**src/rtl/multicycle_controller_pkg.sv**
```systemverilog
// Shared definitions for the multi-cycle RISC-V control FSM:
// state encoding, legal opcode constants, ALU op codes and trap causes.
package multicycle_controller_pkg;

   typedef enum logic [2:0] {
      S_IDLE,
      S_FETCH,
      S_DECODE,
      S_EXECUTE,
      S_MEM,
      S_WB,
      S_TRAP
   } state_t;

   localparam logic [6:0] OP_R      = 7'b0110011;
   localparam logic [6:0] OP_I      = 7'b0010011;
   localparam logic [6:0] OP_LOAD   = 7'b0000011;
   localparam logic [6:0] OP_STORE  = 7'b0100011;
   localparam logic [6:0] OP_BRANCH = 7'b1100011;

   localparam logic [3:0] ALU_ADD = 4'b0000;
   localparam logic [3:0] ALU_SUB = 4'b1000;

   localparam logic [1:0] CAUSE_NONE    = 2'd0;
   localparam logic [1:0] CAUSE_ILLEGAL = 2'd1;
   localparam logic [1:0] CAUSE_TIMEOUT = 2'd2;

endpackage

```
**src/rtl/multicycle_controller_insn_class_decode.sv**
```systemverilog
// insn_class_decode: combinational opcode -> instruction class.
// Ports:
//   opcode     in  7  instruction[6:0]
//   is_r .. is_branch out  one-hot class flags for the legal opcodes
//   illegal    out 1  opcode is none of the supported classes
module insn_class_decode
   import multicycle_controller_pkg::*;
(
   input  logic [6:0] opcode,
   output logic       is_r,
   output logic       is_i,
   output logic       is_load,
   output logic       is_store,
   output logic       is_branch,
   output logic       illegal
);

   always_comb begin
      is_r      = (opcode == OP_R);
      is_i      = (opcode == OP_I);
      is_load   = (opcode == OP_LOAD);
      is_store  = (opcode == OP_STORE);
      is_branch = (opcode == OP_BRANCH);
      illegal   = !(is_r || is_i || is_load || is_store || is_branch);
   end

endmodule

```
**src/rtl/multicycle_controller.sv**
```systemverilog
// multicycle_controller: multi-cycle control FSM for the RISC-V core.
// Sequences IDLE/FETCH/DECODE/EXECUTE/MEM/WB over a ready-handshaked memory
// port, traps on illegal opcodes and memory timeouts, counts retirements.
// Ports:
//   clk, rst_n                     clock, async active-low reset
//   start, halt                    run control (halt has priority)
//   opcode, funct3, funct7, rd     instruction fields, sampled in DECODE
//   mem_ready, branch_taken        memory handshake, branch condition
//   mem_req, mem_we                memory request / store select
//   ir_we, pc_we, pc_sel           IR and PC update controls
//   reg_we, wb_sel, alu_src_b      datapath controls
//   alu_op                         ALU operation code
//   busy, trap, trap_cause         status
//   instret                        retired-instruction count (wraps)
module multicycle_controller
   import multicycle_controller_pkg::*;
#(
   parameter int unsigned MEM_TIMEOUT = 16,
   parameter int unsigned CNT_W       = 32
) (
   input  logic             clk,
   input  logic             rst_n,
   input  logic             start,
   input  logic             halt,
   input  logic [6:0]       opcode,
   input  logic [2:0]       funct3,
   input  logic [6:0]       funct7,
   input  logic [4:0]       rd,
   input  logic             mem_ready,
   input  logic             branch_taken,
   output logic             mem_req,
   output logic             mem_we,
   output logic             ir_we,
   output logic             pc_we,
   output logic             pc_sel,
   output logic             reg_we,
   output logic             wb_sel,
   output logic             alu_src_b,
   output logic [3:0]       alu_op,
   output logic             busy,
   output logic             trap,
   output logic [1:0]       trap_cause,
   output logic [CNT_W-1:0] instret
);

   localparam int unsigned WAIT_W = (MEM_TIMEOUT > 1) ? $clog2(MEM_TIMEOUT) : 1;

   state_t            state, nxt;
   logic [6:0]        op_q;
   logic [2:0]        f3_q;
   logic [6:0]        f7_q;
   logic [4:0]        rd_q;
   logic [1:0]        cause_q, nxt_cause;
   logic [CNT_W-1:0]  instret_q;
   logic [WAIT_W-1:0] wait_cnt;
   logic              retire;
   logic              timeout;
   logic [6:0]        dec_op;
   logic              is_r, is_i, is_load, is_store, is_branch, illegal;
   logic              unused_f7;

   assign unused_f7 = ^{f7_q[6], f7_q[4:0]};

   // DECODE classifies the live opcode; later states use the latched copy.
   assign dec_op = (state == S_DECODE) ? opcode : op_q;

   insn_class_decode u_dec (
      .opcode    (dec_op),
      .is_r      (is_r),
      .is_i      (is_i),
      .is_load   (is_load),
      .is_store  (is_store),
      .is_branch (is_branch),
      .illegal   (illegal)
   );

   // Final permitted wait cycle with no ready; a ready in this cycle still wins.
   assign timeout = (wait_cnt == WAIT_W'(MEM_TIMEOUT - 1)) && !mem_ready;

   always_ff @(posedge clk or negedge rst_n) begin
      if (!rst_n) begin
         state     <= S_IDLE;
         op_q      <= '0;
         f3_q      <= '0;
         f7_q      <= '0;
         rd_q      <= '0;
         cause_q   <= CAUSE_NONE;
         instret_q <= '0;
         wait_cnt  <= '0;
      end else begin
         state   <= nxt;
         cause_q <= nxt_cause;
         if (state == S_DECODE) begin
            op_q <= opcode;
            f3_q <= funct3;
            f7_q <= funct7;
            rd_q <= rd;
         end
         if (retire) instret_q <= instret_q + 1'b1;
         // Counter is zero whenever a request phase is entered, since it
         // clears on every cycle outside a stalled request.
         if ((state == S_FETCH || state == S_MEM) && !mem_ready)
            wait_cnt <= wait_cnt + 1'b1;
         else
            wait_cnt <= '0;
      end
   end

   always_comb begin
      nxt       = state;
      nxt_cause = cause_q;
      retire    = 1'b0;
      mem_req   = 1'b0;
      mem_we    = 1'b0;
      ir_we     = 1'b0;
      pc_we     = 1'b0;
      pc_sel    = 1'b0;
      reg_we    = 1'b0;
      wb_sel    = 1'b0;
      alu_src_b = 1'b0;
      alu_op    = ALU_ADD;
      case (state)
         S_IDLE: begin
            if (start && !halt) nxt = S_FETCH;
         end
         S_FETCH: begin
            mem_req = 1'b1;
            if (mem_ready) begin
               ir_we = 1'b1;
               nxt   = S_DECODE;
            end else if (timeout) begin
               nxt       = S_TRAP;
               nxt_cause = CAUSE_TIMEOUT;
            end
         end
         S_DECODE: begin
            if (illegal) begin
               nxt       = S_TRAP;
               nxt_cause = CAUSE_ILLEGAL;
            end else begin
               nxt = S_EXECUTE;
            end
         end
         S_EXECUTE: begin
            alu_src_b = is_i || is_load || is_store;
            if (is_r)
               alu_op = {f7_q[5], f3_q};
            else if (is_i)
               alu_op = {(f3_q == 3'b101) & f7_q[5], f3_q};
            else if (is_branch)
               alu_op = ALU_SUB;
            if (is_branch) begin
               pc_we  = 1'b1;
               pc_sel = branch_taken;
               retire = 1'b1;
               nxt    = halt ? S_IDLE : S_FETCH;
            end else if (is_r || is_i) begin
               nxt = S_WB;
            end else begin
               nxt = S_MEM;
            end
         end
         S_MEM: begin
            mem_req = 1'b1;
            mem_we  = is_store;
            if (mem_ready) begin
               if (is_store) begin
                  pc_we  = 1'b1;
                  retire = 1'b1;
                  nxt    = halt ? S_IDLE : S_FETCH;
               end else begin
                  nxt = S_WB;
               end
            end else if (timeout) begin
               nxt       = S_TRAP;
               nxt_cause = CAUSE_TIMEOUT;
            end
         end
         S_WB: begin
            reg_we = (rd_q != 5'd0);
            wb_sel = is_load;
            pc_we  = 1'b1;
            retire = 1'b1;
            nxt    = halt ? S_IDLE : S_FETCH;
         end
         S_TRAP: begin
            nxt = S_TRAP;
         end
         default: begin
            nxt = S_IDLE;
         end
      endcase
   end

   assign busy       = (state != S_IDLE);
   assign trap       = (state == S_TRAP);
   assign trap_cause = cause_q;
   assign instret    = instret_q;

endmodule

```
**config.mk**
```make
export PLATFORM = sky130hd
export DESIGN_NAME = multicycle_controller
export DESIGN_NICKNAME = d
export VERILOG_FILES = /design/src/rtl/multicycle_controller_pkg.sv /design/src/rtl/multicycle_controller_insn_class_decode.sv /design/src/rtl/multicycle_controller.sv
export SDC_FILE = /design/constraint.sdc
export NUM_CORES = 1
export LEC_CHECK = 0
export ABC_AREA = 1
export BUFFER_PORTS_ARGS = -buffer_cell sky130_fd_sc_hd__buf_2
export CAP_MARGIN = 20
export CORE_ASPECT_RATIO = 0.9
export CORE_MARGIN = 3
export CORE_UTILIZATION = 55
export DETAILED_ROUTE_END_ITERATION = 12
export PLACE_DENSITY = 0.79
export SYNTH_ARGS = -nofsm -noshare
export SYNTH_HDL_FRONTEND = slang
export SYNTH_SLANG_ARGS = --single-unit
```
**constraint.sdc**
```tcl
create_clock -name clk -period 2.71 [get_ports clk]
set_input_delay 0.542 -clock clk [delete_from_list [all_inputs] [get_ports clk]]
set_output_delay 0.542 -clock clk [all_outputs]
set_load 0.05 [all_outputs]
```
# == Word-level counts from Yosys, hierarchy flattened ==
# Cells that the tools add are included.
# classes
mux,33
n_reduce_logical,18
n_addsub,2
eq_ne,17
n_bitwise,1
# op_table
cell,n
adder 32 x 1 -> 32 bit (second input constant),1
2-to-1 mux 3 bit,7
case mux 3 bit (7 select lines),1
2-to-1 mux 4 bit,5
== test 7 x 6 -> 1 bit (second input constant),2
2-to-1 mux 1 bit,14
== test 3 bit (second input constant),4
== test 7 x 2 -> 1 bit (second input constant),1
== test 7 x 5 -> 1 bit (second input constant),1
== test 7 bit (second input constant),1
logical OR 1 bit,7
2-to-1 mux 7 bit,1
== test 3 x 2 -> 1 bit (second input constant),2
2-to-1 mux 2 bit,3
inequality test 2 bit (second input constant),3
nonzero test 5 bit,1
adder 4 x 1 -> 4 bit (second input constant),1
== test 4 bit (second input constant),1
case mux 2 bit (2 select lines),1
AND reduction 4 bit,1
== test 3 x 1 -> 1 bit (second input constant),1
logical AND 1 bit,3
logical NOT 3 bit,1
case mux 1 bit (3 select lines),1
6 further kinds,7
# totals
inputBits,28
out_inout_bits,48
elab_cells,79
register_bits,62

# == Longest topological paths before layout ==
# logic_depth
word_depth,9
depth_mapped,14
depth_no_buf,13

# == Cells and area by module ==
# Synthesis repeated with hierarchy kept, for this count alone.
# unflattened
hier_cells,426
area_unflattened_um2,3101.7
# modules_own_cells
module,n_inst,seq_area_each_um2,area_each_um2,cells_per_inst
multicycle_controller,1,1426.4,3005.4,402
insn_class_decode,1,0.0,96.3,24

# == Worst setup path after synthesis ==
# No wires, ideal clock.
# synth_path
path_type,register to output
start,register state[0]
end,output port mem_we
path_stages_with_launch,10
t_arrival_ns,2.710
required_ns,2.168
path_buffers,0
path_slack_ns,-0.542
path_cell_list,dfrtp_1 -> inv_2 -> nand2_2 -> nor2_4 -> nand2_1 -> nand2_1 -> nand2_1 -> nor2_8 -> nand2_2 -> nor4_1
# synth_via
elab_chain_len,4
elab_cells_between_ends,5
cone_classes,3 x eq/ne; 2 x mux
# synth_rtl
element,line_no,source
start: declaration,multicycle_controller.sv:48,"state_t state, nxt;"
start signal: assignment,multicycle_controller.sv:91,state <= nxt;
== test 3 x 2 -> 1 bit,multicycle_controller.sv:65,assign dec_op = (state == S_DECODE) ? opcode : op_q;
2-to-1 mux 7 bit,-,
== test 7 x 6 -> 1 bit,multicycle_controller_insn_class_decode.sv:22,is_store = (opcode == OP_STORE);
2-to-1 mux 1 bit (*),multicycle_controller.sv:122,case (state)
end: declaration,multicycle_controller.sv:32,"output logic mem_we,"
# Every way passes the cells marked *; elsewhere a longest branch is shown, timed or not.

# == Worst setup path after layout ==
# layout_path
start,register state[0]
end,output port alu_src_b
# layout_via
elab_chain_len,6
elab_cells_between_ends,9
cone_classes,5 x eq/ne; 2 x mux; 2 x reduce/logical
# layout_rtl
element,line_no,source
== test 3 x 2 -> 1 bit,multicycle_controller.sv:65,
2-to-1 mux 7 bit,-,
== test 7 x 5 -> 1 bit or == test 7 x 2 -> 1 bit (tied branches),"multicycle_controller_insn_class_decode.sv:20, multicycle_controller_insn_class_decode.sv:21",
logical OR 1 bit (2 in series),multicycle_controller.sv:145,alu_src_b = is_i || is_load || is_store;
2-to-1 mux 1 bit (*),multicycle_controller.sv:122,
end: declaration,multicycle_controller.sv:38,"output logic alu_src_b,"
# Marks and branches as above.

==> summary.md <==
| Metric | Value |
|---|---|
| Status | `finished, final reports clean` |
| Detailed router's first-iteration violation count | `293` |
| Largest net degree at the start of global routing | `58` |
| DP HPWL | `6380 µm` |
| Initial antenna violation count | `0` |
| Relative slew slack | `52.5%` |
| Synth top cells by count | `nand2_1, dfrtp_1, nand3_1` |
| CP Launch Point | `state[0]$_DFFE_PN0P_` |
| IO Port Bufs | `69` |
| Shortest period the worst path allows | `2.66 ns` |
| FF-to-FF path depth | `14` |
| Least-Margin Pin Slew | `0.712 ns` |
| Yosys warns | `0` |
| Die Span Y | `80.8 µm` |
| Final Hold Vio Count | `0` |
| CTS max path bufs | `2` |
| Count of cell types in the netlist | `31` |
| Pins Over Slew Limit | `0` |
| Final setup viols | `0` |
| DIE AREA | `7210 µm²` |
| Via density | `5.54` |
| Crit path DAT | `2.11 ns` |
| Share of the synthesized area in the top cell type | `41.7%` |
| GRT Total Usage | `26.0%` |
| CP Launch Type | `flop` |
| Core area | `5860 µm²` |
| Critical path type | `reg -> out` |
| Reg2reg end | `instret[18]$_DFFE_PN0P_` |
| Final wirelength | `9310 µm` |
| Fin nets | `583` |
| Chip Width | `89.2 µm` |
| Routed wire per std cell | `14.9 µm` |
| Antenna Nets Post-Route | `0` |
| Remaining Overflow, GRT | `0` |
| TritonCTS Sinks | `57` |
| Asr flop ratio synth | `100%` |
| FF-to-FF Start | `state[1]$_DFFE_PN0P_` |
| Antenna cell count | `0` |
| Clock slew at reported path FFs | `0.06 ns` |
| Vias in the first global route | `3078` |
| FF-to-FF setup slack | `0.57 ns` |
| Top-count cell post-synth | `nand2_1` |
| Core occupancy in the finished layout | `72.4%` |
| Layout cells sized above 1 | `24.4%` |
| IO Pins | `76` |
| Layout Skew | `0.00892 ns` |
| Sequential-to-total area share from yosys stat | `41.7%` |
| Pleak | `2.34 nW` |
| Area contributors post-synth | `dfrtp_1, nand2_1, nand3_1, nor2_1, inv_1` |
| Achievable Freq | `376 MHz` |
| Number of synthesized flops with an enable pin | `0` |
| Initial core utilization | `58.5%` |
| Post-synthesis register bit count | `57` |
| DRC violations left | `0` |
| Maximum vdd ir drop | `626 µV` |
| Power density over the cells | `746 nW/µm²` |
| Hold Path Class | `in -> async` |
| Crit. End Element | `primary output` |
| Fill cell total of the finished layout | `465` |
| Synth area leader | `dfrtp_1` |
| Final Cycle Share | `98.0%` |
| Final cell count without fillers | `627` |
| CTS tree | `yes` |
| Later-pin clock latency in the skew report | `0.34 ns` |
| Max_cap viols | `0` |
| Num rows | `26` |
| Via count | `3474` |
| Max Fanout on Critical Path | `8` |
| CTS root buffer | `clkbuf_8` |
| Setup TNS | `0 ns` |
| Num CTS Buffers | `9` |
| GP Congestion | `0.941` |
| Total nets after synthesis | `496` |
| Most used DFF post-synth | `dfrtp_1` |
| Drt first pass iters | `5` |
| Mapped Cells | `466` |
| Placed Cells | `603` |
| Post-Syn Area per Cell | `7.35 µm²` |
| Crit path required time | `2.17 ns` |
| First-pass GRT wire length | `14500 µm` |
| CTS H-tree depth | `3` |
| Syn-to-layout area delta | `23.8%` |
| Post-synthesis cell area | `3420 µm²` |
[cell families after synthesis]
kind of cell | synth area share (%)
AO/OA/AOI/OAI | 2.89
XOR/XNOR | 7.93
adder cells (fa/ha/maj) | 0.731
buffers and inverters | 6.94
flip-flops | 41.7
AND/OR/NAND/NOR | 39.8
[worst max-delay path: stages, from the launching register on]
cell	delay, ns
dfrtp_2	0.47
inv_4	0.13
nand2_4	0.08
nor2_4	0.10
nand2_1	0.08
nand2_2	0.09
nand2_4	0.07
nor2_8	0.22
inv_2	0.07
a211oi_2	0.26
buf_6	0.20
[per-stage QoR]
step           worst slack (ns)  hold slack (ns)  cell area [µm²]  total power [W]
6_report                 0.0534            0.314             4240          0.00316
5_1_grt                 -0.0648            0.387             4240          0.00333
4_1_cts                  0.0178            0.365             4090          0.00298
3_5_place_dp              0.188            0.460             3860          0.00214
3_3_place_gp              0.225            0.449             3860          0.00211
2_1_floorplan          -0.00689            0.246             3440          0.00189
[layout by cell type, fill, tap and decap left out, drive strengths merged, types with 2 or more instances in the layout]
master / instances
clkinv: 2
nor2: 48
nand3: 54
ha: 2
nand4: 10
inv: 43
a21oi: 9
dfrtp: 57
nor3: 16
xnor2: 15
o21ai: 7
nand2: 173
xor2: 16
clkbuf: 13
buf: 85
[cell type report]
type | count | area [µm²] | area share [%]
well taps | 70 | 87.6 | 2.07
multi-input cells | 356 | 1850 | 43.7
clock inverters | 3 | 40.0 | 0.945
repair buffers | 86 | 512 | 12.1
flip-flops and latches | 57 | 1430 | 33.7
inverters | 43 | 164 | 3.87
clock buffers | 12 | 155 | 3.66
[where the power goes]
group	switching [W]	internal (W)
Sequential	0.000107	0.00102
Clock	0.000344	0.000467
Combinational	0.000847	0.000381
Total	0.00130	0.00186
[flip-flops by register name, indices dropped and copies added, names as in the netlist]
| register | cells |
|---|---|
| instret | 32 |
| op_q | 7 |
| rd_q | 5 |
| wait_cnt | 4 |
| f3_q | 3 |
| state | 3 |
| trap_cause | 2 |
| f7_q | 1 |
[worst max-delay path by stage]
stage	end	slack (ns)	cells after the start
global route	alu_src_b	-0.06	9
finish	alu_src_b	0.05	10
global placement	alu_op[3]	0.22	9
detailed placement	alu_op[3]	0.19	9
CTS	alu_op[3]	0.02	10
floorplan	pc_sel	-0.007	10
[metal layers]
metal  share of wire [%]  up-vias  track usage (%)
met4                 1.8        0             8.04
li1                    -     1665                -
met1                  47     1612             38.3
met2                  44      176             38.1
met3                 7.6       21             5.78
met5                   0        -                0
[timing repair]
action,4_1_cts,5_1_grt
endpoints found under the setup margin,7,9
hold buffers,0,0
setup buffers,0,8
cloned,0,1
endpoints found under the hold margin,0,0
pin swaps,0,3
gates resized for setup,11,20
Power figures use the tool's default switching activity.
